===== config.mk =====
export PLATFORM = sky130hd
export DESIGN_NAME = bin2bcd_scan_ctrl
export DESIGN_NICKNAME = d
export VERILOG_FILES = /design/src/rtl/bin2bcd_scan_ctrl.sv
export SDC_FILE = /design/constraint.sdc
export NUM_CORES = 1
export LEC_CHECK = 0
export BUFFER_PORTS_ARGS = -buffer_cell sky130_fd_sc_hd__buf_2
export CAP_MARGIN = 20
export CORE_ASPECT_RATIO = 0.75
export CORE_MARGIN = 2
export CORE_UTILIZATION = 55
export CTS_BUF_LIST = sky130_fd_sc_hd__clkbuf_2
export DETAILED_ROUTE_END_ITERATION = 10
export GPL_ROUTABILITY_DRIVEN = 0
export PLACE_DENSITY = 0.78
export SYNTH_ARGS = -nofsm -noshare
export SYNTH_HDL_FRONTEND = slang
export SYNTH_SLANG_ARGS = --single-unit

===== constraint.sdc =====
create_clock -name clk -period 2 [get_ports clk]
set_clock_uncertainty 0.2 [all_clocks]
set_input_delay 0.2 -clock clk [delete_from_list [all_inputs] [get_ports clk]]
set_output_delay 0.2 -clock clk [all_outputs]
set_load 0.005 [all_outputs]

===== src/rtl/bin2bcd_scan_ctrl.sv =====
`default_nettype none
// +----------------------------------------------------------------------------+
// | Module      : bin2bcd_scan_ctrl                                            |
// | Description : 14-bit binary to 4-digit BCD converter (serial double-dabble)|
// |               feeding a multiplexed 4-digit display scanner with optional  |
// |               leading-zero blanking and registered digit outputs.          |
// | Revision    : 1.0 - initial release                                        |
// +----------------------------------------------------------------------------+
module bin2bcd_scan_ctrl #(
   parameter int REFRESH_DIV = 50000,
   parameter int LZ_BLANK    = 1
) (
   input  logic        clk,
   input  logic        rst_n,
   input  logic [13:0] bin_in,
   input  logic        load,
   output logic        busy,
   output logic        ovf,
   output logic [3:0]  digit_bcd,
   output logic [3:0]  digit_en
);

   localparam int                 c_CNT_W     = $clog2(REFRESH_DIV);
   localparam logic [c_CNT_W-1:0] c_CNT_MAX   = c_CNT_W'(REFRESH_DIV - 1);
   localparam logic [13:0]        c_BIN_MAX   = 14'd9999;
   localparam logic [3:0]         c_LAST_ITER = 4'd13;

   localparam logic [0:0] c_IDLE = 1'b0;
   localparam logic [0:0] c_CONV = 1'b1;

   logic [0:0]         r_state;
   logic [0:0]         w_state_next;
   logic               w_capture;
   logic               w_done;
   logic [3:0]         r_iter;
   logic [29:0]        r_shift;
   logic [29:0]        w_adj;
   logic [29:0]        w_shift_next;
   logic [13:0]        w_bin_sat;
   logic [15:0]        r_display;
   logic               r_ovf;
   logic [c_CNT_W-1:0] r_cnt;
   logic [1:0]         r_idx;
   logic [3:0]         w_sel_bcd;
   logic               w_lz;
   logic               w_blank;
   logic [3:0]         r_digit_bcd;
   logic [3:0]         r_digit_en;

   // FSM state register
   always_ff @(posedge clk or negedge rst_n) begin
      if (!rst_n) begin
         r_state <= c_IDLE;
      end else begin
         r_state <= w_state_next;
      end
   end

   // FSM next state: accept a load only when idle, leave CONV after the last iteration
   always_comb begin
      w_state_next = r_state;
      case (r_state)
         c_IDLE:  if (load) w_state_next = c_CONV;
         c_CONV:  if (r_iter == c_LAST_ITER) w_state_next = c_IDLE;
         default: w_state_next = c_IDLE;
      endcase
   end

   // FSM outputs: busy flag, capture strobe and completion strobe
   always_comb begin
      busy      = (r_state == c_CONV);
      w_capture = (r_state == c_IDLE) && load;
      w_done    = (r_state == c_CONV) && (r_iter == c_LAST_ITER);
   end

   // Values above the 4-digit range are clamped so the BCD result stays valid
   assign w_bin_sat = (bin_in > c_BIN_MAX) ? c_BIN_MAX : bin_in;

   // Add-3 correction on each BCD nibble of the shift register
   for (genvar g = 0; g < 4; g++) begin : g_dabble
      assign w_adj[14+4*g +: 4] = (r_shift[14+4*g +: 4] >= 4'd5) ?
                                  (r_shift[14+4*g +: 4] + 4'd3) :
                                   r_shift[14+4*g +: 4];
   end
   assign w_adj[13:0] = r_shift[13:0];

   // Rotate instead of plain shift: the bit wrapping to the bottom is always zero
   // for clamped inputs and never climbs into the BCD field within 14 steps.
   assign w_shift_next = {w_adj[28:0], w_adj[29]};

   // Conversion datapath: capture, iterate, and publish the result on completion
   always_ff @(posedge clk or negedge rst_n) begin
      if (!rst_n) begin
         r_shift   <= '0;
         r_iter    <= '0;
         r_display <= '0;
         r_ovf     <= 1'b0;
      end else if (w_capture) begin
         r_shift <= {16'h0000, w_bin_sat};
         r_iter  <= '0;
         r_ovf   <= (bin_in > c_BIN_MAX);
      end else if (busy) begin
         r_shift <= w_shift_next;
         r_iter  <= r_iter + 4'd1;
         if (w_done) begin
            r_display <= w_shift_next[29:14];
         end
      end
   end

   assign ovf = r_ovf;

   // Free-running refresh counter and digit index, independent of conversions
   always_ff @(posedge clk or negedge rst_n) begin
      if (!rst_n) begin
         r_cnt <= '0;
         r_idx <= '0;
      end else if (r_cnt == c_CNT_MAX) begin
         r_cnt <= '0;
         r_idx <= r_idx + 2'd1;
      end else begin
         r_cnt <= r_cnt + 1'b1;
      end
   end

   // Select the current nibble and decide whether it is a leading zero
   always_comb begin
      w_sel_bcd = r_display[{r_idx, 2'b00} +: 4];
      case (r_idx)
         2'd1:    w_lz = (r_display[15:4]  == 12'h000);
         2'd2:    w_lz = (r_display[15:8]  == 8'h00);
         2'd3:    w_lz = (r_display[15:12] == 4'h0);
         default: w_lz = 1'b0;
      endcase
      w_blank = (LZ_BLANK != 0) && w_lz;
   end

   // Registered digit outputs; reset state shows digit 0 lit with value 0
   always_ff @(posedge clk or negedge rst_n) begin
      if (!rst_n) begin
         r_digit_bcd <= 4'd0;
         r_digit_en  <= 4'b1110;
      end else if (w_blank) begin
         r_digit_bcd <= 4'd0;
         r_digit_en  <= 4'b1111;
      end else begin
         r_digit_bcd <= w_sel_bcd;
         r_digit_en  <= ~(4'b0001 << r_idx);
      end
   end

   assign digit_bcd = r_digit_bcd;
   assign digit_en  = r_digit_en;

endmodule
`default_nettype wire

==> impl_metrics.env <==
export IMPL_status="finished clean"
export IMPL_synth_edf_count=0
export IMPL_cp_end_kind="flop"
export IMPL_grt_pass1_vias=2624
export IMPL_pwr_share_seq=0.463
export IMPL_fmax_mhz=533.1
export IMPL_die_area_mm2=0.007671
export IMPL_ys_warn_count=0
export IMPL_cts_root_buffer="clkbuf_2"
export IMPL_cap_violations=0
export IMPL_hpwl_mm=5.142
export IMPL_p_switching_uw=2044
export IMPL_initial_utilization=0.5646
export IMPL_coreArea_mm2=0.006799
export IMPL_cts_tree="done"
export IMPL_critPathTopFamily="multiplexers"
export IMPL_avgRoutedWirePerCell_um=15.87
export IMPL_die_h_um=76.35
export IMPL_irDropWorstVdd_v=0.0004507
export IMPL_synth_area_per_cell_um2=11.46
export IMPL_syn_nets=368
export IMPL_fin_crit_sh=0.9378
export IMPL_total_power_uw=5547
export IMPL_crit_path_max_fanout=4
export IMPL_grt_total_usage=0.2194
export IMPL_ys_ff_latch=78
export IMPL_grt_antenna_before_repair=0
export IMPL_cts_buffers=9
export IMPL_leakagePower_uw=0.002177
export IMPL_grt_setup_unrepaired="no"
export IMPL_cp_slowest_stage_delay_ps=480
export IMPL_fin_nets=424
export IMPL_synth_seq_area_share=0.5095
export IMPL_required_ps=2350
export IMPL_synthTopCellsByCount="dfrtp_1 (75), nand2_1 (35), mux2_2 (21)"
export IMPL_path_class="reg2reg"
export IMPL_placed_area_mm2=0.004101
export IMPL_drt_iter0_drc=87
export IMPL_grt_overflow=0
export IMPL_clockBufferDepth=2
export IMPL_die_x_um=100.5
export IMPL_drv_slew=0
export IMPL_io_buffers=26
export IMPL_hold_class="in2reg"
export IMPL_synth_top_area_frac=0.4889
export IMPL_setup_viol=0
export IMPL_async_flop_share=1.000
export IMPL_yosysMostFrequentCell="dfrtp_1"
export IMPL_rows=26
export IMPL_via_per_inst=5.492
export IMPL_fin_setup_tns_ps=0
export IMPL_yosysUniqueCellTypes=43
export IMPL_post_route_drc_count=0
export IMPL_power_switching_share=0.3686
export IMPL_critPathLaunchType="flop"
export IMPL_arrival_ps=2230
export IMPL_area_growth_pct=15.87
export IMPL_clkPwrFrac=0.163
export IMPL_clock_latency_ps=580
export IMPL_boundaryPins=27
export IMPL_cts_sinks=78
export IMPL_num_vias=2636
export IMPL_drive_above_1_share=0.2222
export IMPL_htree_levels=3
export IMPL_synth_top_cell_by_area="dfrtp_1"
export IMPL_power_frac_comb=0.374
export IMPL_p_int_uw=3502
export IMPL_netlist_area_mm2=0.003839
export IMPL_cellPowerDensity_mw_per_mm2=1247
export IMPL_drtAntennaViolNets=0
export IMPL_period_needed_ps=1876
export IMPL_crit_slowest_cell="dfrtp_1"
export IMPL_grt_max_degree=33
export IMPL_grt_pass1_wl_mm=13.05
export IMPL_crit_buf_inv=1
export IMPL_worst_slew_pin_slew_ps=390.0
export IMPL_synth_main_ff_cell="dfrtp_1"
export IMPL_clk_pin_slew_worst_paths_ps=270
export IMPL_ys_top_cells_by_area="dfrtp_1 (49%), mux2_2 (6.2%), ha_1 (5.2%)"
export IMPL_final_cell_area_mm2=0.004448
export IMPL_num_antenna_cells=0
export IMPL_max_slew_margin=0.7386
export IMPL_fillers=530
export IMPL_path_cells="inv_1 -> ha_1 -> nand2b_1 -> a21oi_1 -> mux2i_1 -> mux2_2"
export IMPL_wl_mm=7.619
export IMPL_syn_inst=335
export IMPL_dr_pass1_iters=4
export IMPL_hold_viol_final=0
-- tightest hold or removal path: cells and delay by family --
kind	cells	cell delay [ps]
AOI/OAI and AO/OA	1	100
buffers and inverters	2	630
-- path summary, 6_finish.rpt --
path	startpoint	to	slack (ps)	cells after the start
setup reg to reg	r_shift[14]$_DFFE_PN0P_	r_display[2]$_DFFE_PN0P_	120	6
setup / recovery	r_shift[14]$_DFFE_PN0P_	r_display[2]$_DFFE_PN0P_	120	6
max in group asynchronous	rst_n	r_shift[4]$_DFFE_PN0P_	890	4
min in group asynchronous	rst_n	digit_en[1]$_DFF_PN1_	460	3
hold / removal	bin_in[6]	r_shift[6]$_DFFE_PN0P_	210	3
hold reg to reg	r_cnt[0]$_DFF_PN0_	r_cnt[0]$_DFF_PN0_	320	1
-- cell type report --
| type | instances | area (um^2) | area share |
|---|---|---|---|
| well taps | 84 | 105.1 | 0.02363 |
| multi-input cells | 231 | 1772 | 0.3983 |
| inverters | 15 | 56.30 | 0.01266 |
| clock inverters | 7 | 80.08 | 0.01800 |
| clock buffers | 9 | 45.04 | 0.01013 |
| repair buffers | 56 | 432.9 | 0.09733 |
| flip-flops and latches | 78 | 1957 | 0.4399 |
-- cells in the final DEF (no fill, tap or decap), types with 2 or more instances in the layout --
cell	Yosys	layout
inv_1	15	15
a21oi_1	9	9
nor3b_1	2	2
nor4bb_1	2	2
xnor2_1	13	13
buf_12	0	2
nand2_1	35	35
clkbuf_2	1	9
clkinvlp_4	0	2
nand4_1	2	2
mux2i_1	15	15
nand3b_1	3	3
o21ai_0	13	13
nor2b_1	5	5
dlygate4sd3_1	0	20
and4_1	2	2
ha_1	16	16
buf_2	4	25
nor4_1	4	4
clkinv_4	0	2
mux4_2	4	4
nor3_1	3	3
buf_4	2	9
a21o_1	4	4
nand2b_1	11	11
xor2_1	8	8
inv_6	0	2
mux2_2	21	21
nand3_1	8	8
dfstp_2	3	3
dfrtp_1	75	74
a22o_1	20	20
nor2_1	17	17
-- flip-flops by register name, summed over array words and instances, names as in the netlist --
| name | flops |
|---|---|
| digit_en | 4 |
| r_idx | 2 |
| r_cnt | 16 |
| digit_bcd | 4 |
| busy | 1 |
| r_shift | 30 |
| ovf | 1 |
| r_display | 16 |
| r_iter | 4 |
-- layer usage --
layer  GRT usage  routed length (um)
met5           0                   0
met4     0.04795                  63
met3     0.07156                 313
met2      0.3235                3524
met1      0.3190                3718
-- timing repair --
item / CTS / global route
hold endpoints to repair: 95 / 0
gates resized for setup: 0 / 1
hold buffers: 21 / 0
endpoints found under the setup margin: 0 / 1
setup buffers: 0 / 0
-- metrics by stage --
step	setup slack (ps)	util	cells	hold slack [ps]
finish	124.3	0.6542	480	205.3
global placement	238.2	0.6032	443	-19.42
CTS	1.870	0.6540	480	161.5
global route	21.08	0.6542	480	167.3
floorplan	142.4	-	335	-295.6
detailed placement	174.4	0.6032	443	-11.90
-- power groups by stage --
stage	sequential, uW	combinational, uW	clock, uW
global route	2630	2350	989
floorplan	2430	1610	0
detailed placement	2590	2040	0
global placement	2560	1930	0
finish	2570	2080	903
CTS	2560	2100	919
-- cell families after synthesis --
family,Yosys count,synth area share
fa+ha+maj,16,0.05215
simple gates,103,0.1457
compound gates,51,0.09159
buf+inv,26,0.02900
mux,40,0.1242
xor+xnor,21,0.04791
flops,78,0.5095
Note: power is estimated with default switching activity, not from simulation.
